<file path="config.mk">
export PLATFORM = sky130hd
export DESIGN_NAME = fetch_unit
export DESIGN_NICKNAME = d
export VERILOG_FILES = /design/src/rtl/fetch_unit.sv
export SDC_FILE = /design/constraint.sdc
export NUM_CORES = 1
export LEC_CHECK = 0
export CORE_ASPECT_RATIO = 0.8
export CORE_MARGIN = 5
export CORE_UTILIZATION = 30
export DETAILED_ROUTE_END_ITERATION = 16
export PLACE_DENSITY = 0.57
export SYNTH_ARGS = -nofsm -noshare
export SYNTH_HDL_FRONTEND = slang
export SYNTH_SLANG_ARGS = --single-unit
</file>
<file path="constraint.sdc">
create_clock -name clk -period 7 [get_ports clk]
set_clock_uncertainty 0.1 [all_clocks]
set_input_delay 1.4 -clock clk [delete_from_list [all_inputs] [get_ports clk]]
set_output_delay 1.4 -clock clk [all_outputs]
set_load 0.02 [all_outputs]
</file>
<file path="src/rtl/fetch_unit.sv">
// Instruction-fetch stage: owns the PC, issues single-outstanding requests to instruction
// memory, buffers responses in a small queue feeding IF/ID. FETCH_PERF_CNT_EN adds counters.
module fetch_unit #(
    parameter int unsigned PC_W     = 9,
    parameter int unsigned INSTR_W  = 32,
    parameter int unsigned FQ_DEPTH = 2
) (
    input  logic               clk,
    input  logic               rst_n,
    output logic               imem_req,
    output logic [PC_W-1:0]    imem_addr,
    input  logic               imem_rvalid,
    input  logic [INSTR_W-1:0] imem_rdata,
    input  logic               stall,
    input  logic               flush,
    input  logic [PC_W-1:0]    branch_target,
    input  logic               halt,
    output logic               if_id_valid,
    output logic [PC_W-1:0]    if_id_pc,
    output logic [INSTR_W-1:0] if_id_instr,
    output logic               halted
`ifdef FETCH_PERF_CNT_EN
    ,
    output logic [31:0]        perf_fetched,
    output logic [31:0]        perf_discarded
`endif
);

    localparam int unsigned PTR_W = (FQ_DEPTH > 1) ? $clog2(FQ_DEPTH) : 1;
    localparam int unsigned CNT_W = $clog2(FQ_DEPTH + 1);
    localparam logic [CNT_W-1:0] DEPTH_C = CNT_W'(FQ_DEPTH);
    localparam logic [INSTR_W-1:0] NOP_INSTR = INSTR_W'(32'h0000_0013);

    typedef enum logic [1:0] {StIdle, StWait, StDiscard, StHalted} state_e;

    state_e              r_state;
    state_e              w_state_next;

    logic [PC_W-1:0]     r_pc;
    logic [PC_W-1:0]     r_req_pc;
    logic                r_halt;
    logic [PTR_W-1:0]    r_head;
    logic [PTR_W-1:0]    r_tail;
    logic [CNT_W-1:0]    r_count;
    logic [PC_W-1:0]     r_fq_pc    [FQ_DEPTH];
    logic [INSTR_W-1:0]  r_fq_instr [FQ_DEPTH];

    logic                w_halt_any;
    logic                w_issue;
    logic                w_push;
    logic                w_pop;
    logic [PC_W-1:0]     w_flush_pc;
    logic                w_unused_tgt_lsb;

    assign w_halt_any       = halt | r_halt;
    assign w_flush_pc       = {branch_target[PC_W-1:2], 2'b00};
    assign w_unused_tgt_lsb = ^branch_target[1:0];

    // State register.
    always_ff @(posedge clk or negedge rst_n) begin
        if (!rst_n) begin
            r_state <= StIdle;
        end else begin
            r_state <= w_state_next;
        end
    end

    // Next-state logic; imem_rvalid is only consulted while a response is owed.
    always_comb begin
        w_state_next = r_state;
        case (r_state)
            StIdle: begin
                if (w_halt_any) begin
                    w_state_next = StHalted;
                end else if (w_issue) begin
                    w_state_next = StWait;
                end
            end
            StWait: begin
                if (imem_rvalid) begin
                    w_state_next = w_halt_any ? StHalted : StIdle;
                end else if (flush) begin
                    w_state_next = StDiscard;
                end
            end
            StDiscard: begin
                if (imem_rvalid) begin
                    w_state_next = w_halt_any ? StHalted : StIdle;
                end
            end
            StHalted: w_state_next = StHalted;
            default:  w_state_next = StIdle;
        endcase
    end

    // Output logic. In IDLE nothing is outstanding, so queue occupancy alone gates issue.
    always_comb begin
        w_issue     = (r_state == StIdle) && (r_count < DEPTH_C) && !flush && !w_halt_any;
        imem_req    = w_issue && rst_n;
        imem_addr   = imem_req ? r_pc : '0;
        w_push      = (r_state == StWait) && imem_rvalid && !flush;
        if_id_valid = (r_count != '0);
        w_pop       = if_id_valid && !stall && !flush;
        if_id_pc    = if_id_valid ? r_fq_pc[r_head] : '0;
        if_id_instr = if_id_valid ? r_fq_instr[r_head] : NOP_INSTR;
        halted      = (r_state == StHalted);
    end

    always_ff @(posedge clk or negedge rst_n) begin
        if (!rst_n) begin
            r_pc     <= '0;
            r_req_pc <= '0;
            r_halt   <= 1'b0;
            r_head   <= '0;
            r_tail   <= '0;
            r_count  <= '0;
        end else begin
            r_halt <= r_halt | halt;
            if (flush) begin
                r_pc <= w_flush_pc;
            end else if (w_issue) begin
                r_pc <= r_pc + PC_W'(4);
            end
            if (w_issue) begin
                r_req_pc <= r_pc;
            end
            if (flush) begin
                r_head  <= '0;
                r_tail  <= '0;
                r_count <= '0;
            end else begin
                if (w_push) begin
                    r_tail <= r_tail + PTR_W'(1);
                end
                if (w_pop) begin
                    r_head <= r_head + PTR_W'(1);
                end
                if (w_push && !w_pop) begin
                    r_count <= r_count + CNT_W'(1);
                end else if (w_pop && !w_push) begin
                    r_count <= r_count - CNT_W'(1);
                end
            end
        end
    end

    // Queue storage needs no reset: entries are only observed while counted as valid.
    always_ff @(posedge clk) begin
        if (w_push) begin
            r_fq_pc[r_tail]    <= r_req_pc;
            r_fq_instr[r_tail] <= imem_rdata;
        end
    end

`ifdef FETCH_PERF_CNT_EN
    logic        w_drop;
    logic [31:0] r_perf_fetched;
    logic [31:0] r_perf_discarded;

    assign w_drop = imem_rvalid && (((r_state == StWait) && flush) || (r_state == StDiscard));

    always_ff @(posedge clk or negedge rst_n) begin
        if (!rst_n) begin
            r_perf_fetched   <= '0;
            r_perf_discarded <= '0;
        end else begin
            if (w_push && (r_perf_fetched != '1)) begin
                r_perf_fetched <= r_perf_fetched + 32'd1;
            end
            if (w_drop && (r_perf_discarded != '1)) begin
                r_perf_discarded <= r_perf_discarded + 32'd1;
            end
        end
    end

    assign perf_fetched   = r_perf_fetched;
    assign perf_discarded = r_perf_discarded;
`endif

endmodule

</file>
==> results.md, run 1 <==
- Outcome: finished clean
- Setup crit end kind: output port
- Internal power: 1.02 mW
- Worst skew pair latency: 0.34 ns
- GRT Util Overall: 10.8%
- Ys Warns: 0
- FP Rows: 38
- Tmin final: 5.33 ns
- Rel. slew slack: 35.4%
- XOR/XNOR Fraction of Synth Area: 0.216%
- Min-delay src: r_req_pc[6]$_DFFE_PN0P_
- WL met3: 557 um
- Hold path depth: 0
- First-pass GRT wire length: 13300 um
- Layout cells sized above 1: 8.75%
- Remaining antenna violation count: 0
- Setup bufs post-CTS: 0
- Synth unique cells: 39
- Comb pwr share: 3.5%
- Post-Layout Cell Count: 557
- Hold Crit Class: reg2reg
- I/O Buffers: 93
- Die ar.: 0.0159 sq mm
- FF-to-FF Start: r_state[1]$_DFFE_PN0P_
- RSZ-0062 raised after global routing: no
- Core area: 0.0134 sq mm
- Setup TNS: 0 ns
- Worst slack, placed: 1.72 ns
- Clock Tree Root: clkbuf_16
- Clock-pin slew on the worst setup and hold paths: 0.06 ns
- Hold_buf cts: 0
- Area growth syn-to-layout: 36.2%
- Hold Path End: r_fq_pc[1][6]$_DFFE_PP_
- WP data required: 5.50 ns
- CP startpoint kind: input pin
- Dpl hpwl: 5450 um
- Finish-stage setup viols: 0
- Reg-to-reg slack, setup: 4.77 ns
- Yosys reg bits: 99
- CTS Buffer Depth: 2
- Psw: 0.227 mW
- Final Util: 41.1%
- Clock network power share: 44.9%
- Diodes inserted: 0
- Adder-Cell Fraction of Synth Area: 0.556%
- Slew @ Worst Pin: 0.969 ns
- Reg power frac: 51.5%
- Initial core utilization: 30.2%
- Top Layer Used: met4
- Fin nets: 420
- Syn_area_per_cell: 14.5 sq um
- Hold Slack: 0.371 ns
- Max FO, Critical Path: 9
- Die Y: 114 um
- CTS tree: done
- Power density over the cells: 227 mW/mm^2
- Post-synthesis mux area share: 11.6%
- Number of max-cap violations: 0
- Drt drc: 0
- Number of global-route vias before repair: 2523
- GPL Wtd Cong: 0.794
- CTS sink cnt: 99
- H-tree levels: 3
- Vias per inst: 4.58
- Final worst path period share: 76.2%
- Fmax: 188 MHz
- WP data arrival: 3.83 ns
- Register area share after synthesis: 70.9%
- WL per Instance: 15.0 um
- Placed cell count: 541
- Mapped Cells: 279
- Initial antenna violation count: 0
- Pleak: 1.82 nW
- Slew Viols, Final: 0
- Num CTS Buffers: 9
- CTS resizes: 0
- Netlist Area Pre-Place: 0.00405 sq mm
- Largest net degree at the start of global routing: 40
- DR WL met2: 3850 um
- Setup ws final: 1.67 ns
- Die Wd: 140 um
- Worst reg2reg path depth: 4
- CP startpoint: halt
- Number of DRC markers in iteration 0: 99
- Type of the worst setup path: in2out
- Final hold violation count: 0
- M1 WL: 3830 um
- Max rail drop VDD: 0.133 mV
- Sw Ratio: 18.1%
- Synth Area in Compound Gates: 4.20%
- Main combinational cell family by area after synthesis: multiplexers
- Routed wire length: 8360 um
- Simple-gate portion of the synthesized area: 9.80%
- Total global routing overflow: 0
- Detailed Routing Iterations Pass 1: 4
- Via count: 2550
- # IOs: 100
- Worst R2R End: r_fq_instr[0][9]$_DFFE_PP_
[layout make-up]
class,instances,area (sq um)
clock buffers,12,246
clock inverters,4,97.6
fillers,1264,7900
inverters,6,22.5
multi-input cells,160,1100
flip-flops and latches,99,2870
well taps,180,225
repair buffers,96,953
[stage by stage]
step | power (mW) | instance area, sq um
after CTS | 1.27 | 5510
after global routing | 1.29 | 5510
after global placement | 0.699 | 5170
after floorplan | 0.666 | 4060
after detailed placement | 0.700 | 5170
final | 1.25 | 5510
[layout by cell type, fill, tap and decap left out, types with 2 or more instances in the layout]
cell type | netlist | layout
nor2_4 | 0 | 2
bufinv_16 | 0 | 3
and3_1 | 8 | 7
o21ai_0 | 5 | 5
inv_1 | 5 | 5
clkdlybuf4s50_1 | 0 | 93
o31ai_1 | 2 | 2
nor3b_1 | 2 | 2
mux2i_1 | 39 | 39
nor3_1 | 3 | 3
nand3_1 | 5 | 5
and2_1 | 2 | 2
nand2_1 | 8 | 8
a21oi_1 | 3 | 3
o311ai_0 | 5 | 5
clkbuf_1 | 10 | 2
dfrtp_1 | 21 | 20
o211ai_1 | 2 | 2
edfxtp_1 | 78 | 78
buf_4 | 4 | 3
mux2_2 | 7 | 7
clkbuf_16 | 0 | 9
conb_1 | 1 | 4
nor2_1 | 44 | 42
a31oi_1 | 3 | 3
or4_1 | 2 | 2
nand4_1 | 3 | 3
[worst max-delay path, stage by stage]
cell	delay (ns)
clkdlybuf4s50_1	0.42
nor2_1	0.24
clkinv_1	0.28
nor3_1	0.63
and3_1	0.25
clkdlybuf4s50_1	0.60
[flip-flops by register name, indices dropped and copies added, names as in the netlist]
name        count
r_count         2
r_fq_instr     64
r_fq_pc        14
r_halt          1
r_head          1
r_pc            7
r_req_pc        7
r_state         2
r_tail          1
[how the worst max path moves through the flow]
stage,cells after the start,to
finish,6,imem_addr[3]
global route,6,imem_addr[5]
CTS,6,imem_addr[3]
detailed placement,6,imem_addr[3]
global placement,6,imem_addr[5]
floorplan,4,r_fq_instr[0][0]$_DFFE_PP_
[synthesized netlist by cell type]
library cell / number / area (sq um)
buf_4: 4 / 30.0
nand4_1: 3 / 18.8
a41o_1: 1 / 10.0
maj3_1: 1 / 10.0
mux2_2: 7 / 78.8
nor3_1: 3 / 15.0
or4_1: 2 / 15.0
nand3_1: 5 / 25.0
a211oi_1: 1 / 7.51
or3_1: 1 / 6.26
mux2i_1: 39 / 390
and3b_2: 1 / 10.0
o311ai_0: 5 / 43.8
buf_6: 1 / 11.3
nand2_1: 8 / 30.0
nor3b_1: 2 / 15.0
clkinv_1: 1 / 3.75
buf_1: 2 / 7.51
o21ai_0: 5 / 25.0
or3_4: 1 / 11.3
nor2_1: 44 / 165
a211o_1: 1 / 8.76
a31oi_1: 3 / 18.8
o31ai_1: 2 / 15.0
xnor2_1: 1 / 8.76
edfxtp_1: 78 / 2340
and2_2: 1 / 7.51
inv_1: 5 / 18.8
nand2b_1: 1 / 6.26
and2_1: 2 / 12.5
dfrtp_1: 21 / 526
o32a_2: 1 / 11.3
conb_1: 1 / 3.75
ha_1: 1 / 12.5
and3_1: 8 / 50.1
or3b_2: 1 / 8.76
clkbuf_1: 10 / 37.5
o211ai_1: 2 / 15.0
a21oi_1: 3 / 15.0
[metal layers]
layer  vias up  GRT usage [%]
li1       1214              -
met1      1248           13.6
met2        74           16.8
met3        14           4.99
met4         0           3.23
met5         -              0
[kinds of logic (layout without fill, tap and decap cells)]
kind of cell / after synthesis / in the layout
buffers and inverters: 23 / 118
AOI/OAI and AO/OA: 24 / 24
muxes: 46 / 46
DFF: 99 / 99
and+or+nand+nor: 83 / 83
adders and majority gates: 2 / 2
other: 1 / 4
xor gates and xnor gates: 1 / 1
[power by group through the flow]
| stage | Clock [mW] | Combinational, mW | Sequential, mW |
|---|---|---|---|
| after floorplan | 0 | 0.0126 | 0.654 |
| after global placement | 0 | 0.0430 | 0.656 |
| after detailed placement | 0 | 0.0443 | 0.656 |
| after CTS | 0.577 | 0.0446 | 0.644 |
| after global routing | 0.601 | 0.0487 | 0.644 |
| final | 0.562 | 0.0442 | 0.644 |
Note: power is estimated with default switching activity, not from simulation.
==> run 2: changes to the inputs <==
==> constraint.sdc (replaced) <==
create_clock -name clk -period 5.3 [get_ports clk]
set_clock_uncertainty 0.1 [all_clocks]
set_input_delay 1.06 -clock clk [delete_from_list [all_inputs] [get_ports clk]]
set_output_delay 1.06 -clock clk [all_outputs]
set_load 0.02 [all_outputs]
==> run 2 against run 1 <==
Against the previous run:
- die area is the same
- cell count up 0.18%
- total power rose by 26%
- core utilization decreased by 0.17 points
- critical path depth did not move
- largest cell class unchanged
==> results.md, run 2 (synthesized netlist as in run 1, its figures left out) <==
- Slew Viols, Final: 0
- Comb pwr share: 3.7%
- Final hold violation count: 0
- Remaining antenna violation count: 0
- # IOs: 100
- Detailed Routing Iterations Pass 1: 4
- CTS tree: done
- Clock-pin slew on the worst setup and hold paths: 0.06 ns
- Psw: 0.302 mW
- Type of the worst setup path: in2out
- Critical-path top delay cell: nor3_1
- Hold Slack: 0.370 ns
- Outcome: finished clean
- CTS resizes: 0
- H-tree levels: 3
- Via count: 2509
- RSZ-0062 raised after global routing: no
- Total global routing overflow: 0
- Dpl hpwl: 5490 um
- Max stage delay on crit path: 0.61 ns
- I/O Buffers: 93
- Clock network power share: 42.4%
- Routed wire length: 8340 um
- GPL Wtd Cong: 0.770
- Multi-input logic area: 0.00110 sq mm
- Fillcell total: 1237
- Initial core utilization: 30.2%
- Max rail drop VDD: 0.170 mV
- GRT Util Overall: 10.5%
- Initial antenna violation count: 0
- Power density over the cells: 287 mW/mm^2
- Number of global-route vias before repair: 2511
- Max reg flops: 64
- Slew @ Worst Pin: 0.978 ns
- Number of max-cap violations: 0
- Number of DRC markers in iteration 0: 100
- Clock Tree Root: clkbuf_16
- Reg area: 0.00287 sq mm
- Fmax: 216 MHz
- WP data arrival: 3.48 ns
- Diodes inserted: 0
- Worst skew pair latency: 0.33 ns
- Largest registers: r_fq_instr: 64 flops, r_fq_pc: 14 flops
- Fin nets: 421
- Finish-stage setup viols: 0
- Core area: 0.0134 sq mm
- Reg power frac: 53.9%
- CP startpoint kind: input pin
- Sw Ratio: 19.2%
- CTS Buffer Depth: 2
- Tmin final: 4.64 ns
- Hold_buf cts: 0
- CTS sink cnt: 99
- First-pass GRT wire length: 13000 um
- Largest net degree at the start of global routing: 40
- WL per Instance: 15.0 um
- Layout cells sized above 1: 8.99%
- Internal power: 1.27 mW
- Post-Layout Cell Count: 558
- FP Rows: 38
- Drt drc: 0
- Setup TNS: 0 ns
- Hold Crit Class: reg2reg
- Die Wd: 140 um
- Max FO, Critical Path: 9
- Setup bufs post-CTS: 0
- Placed cell count: 542
- Num CTS Buffers: 9
- WP data required: 4.14 ns
- Die ar.: 0.0159 sq mm
- Most common cell after layout, fill and taps aside: clkdlybuf4s50_1
- Final worst path period share: 87.5%
- Setup crit end kind: output port
- Most frequent cells in the layout: clkdlybuf4s50_1, edfxtp_1, nor2_1
- Area growth syn-to-layout: 35.6%
- Die Y: 114 um
- Vias per inst: 4.50
- Most frequent cell on the critical path: clkdlybuf4s50_1
- Critical Path, Cell by Cell: clkdlybuf4s50_1 > nor2_1 > clkinv_1 > nor3_1 > and3_1 > clkdlybuf4s50_1
- Top reg by flops: r_fq_instr
- Rel. slew slack: 34.8%
- Pleak: 1.82 nW
## run 2: metal layers
layer	track usage, %	routed length, um
met1	13.5	3880
met2	17.3	3990
met3	3.14	395
met4	2.84	81
met5	0	0
## run 2: metrics by stage
step	power [mW]	util (%)	worst slack, ns	instance area, sq um
2_1_floorplan	0.880	-	1.59	4060
3_3_place_gp	0.924	38.6	0.803	5180
3_5_place_dp	0.925	38.6	0.685	5180
4_1_cts	1.60	40.9	0.677	5490
5_1_grt	1.64	40.9	0.499	5490
6_report	1.58	40.9	0.663	5490
## run 2: final timing paths
check	from	end	slack (ns)	cells after the start
hold reg to reg	r_req_pc[2]$_DFFE_PN0P_	r_fq_pc[0][2]$_DFFE_PP_	0.37	0
min in group asynchronous	rst_n	r_halt$_DFF_PN0_	0.99	2
hold / removal	r_req_pc[2]$_DFFE_PN0P_	r_fq_pc[0][2]$_DFFE_PP_	0.37	0
setup reg to reg	r_state[1]$_DFFE_PN0P_	r_fq_instr[0][23]$_DFFE_PP_	2.99	4
setup / recovery	halt	imem_addr[5]	0.66	6
max in group asynchronous	rst_n	r_head$_DFFE_PN0P_	3.84	2
## run 2: final cells by class
class / instances / share of cell area (%)
Tap cell: 180 / 4.10
Clock inverter: 4 / 1.03
Clock buffer: 12 / 4.69
Multi-Input combinational cell: 160 / 20.0
Sequential cell: 99 / 52.3
Inverter: 6 / 0.410
Timing Repair Buffer: 97 / 17.5
## run 2: critical path: cells and delay by family
kind	cells	cell delay, ns
buffers and inverters	3	1.33
and+or+nand+nor	3	1.09
## run 2: power groups by stage
stage / Combinational [mW] / Clock, mW / Sequential [mW]
after floorplan: 0.0167 / 0 / 0.863
after global placement: 0.0571 / 0 / 0.867
after detailed placement: 0.0588 / 0 / 0.867
after CTS: 0.0591 / 0.692 / 0.850
after global routing: 0.0643 / 0.721 / 0.850
final: 0.0585 / 0.668 / 0.850
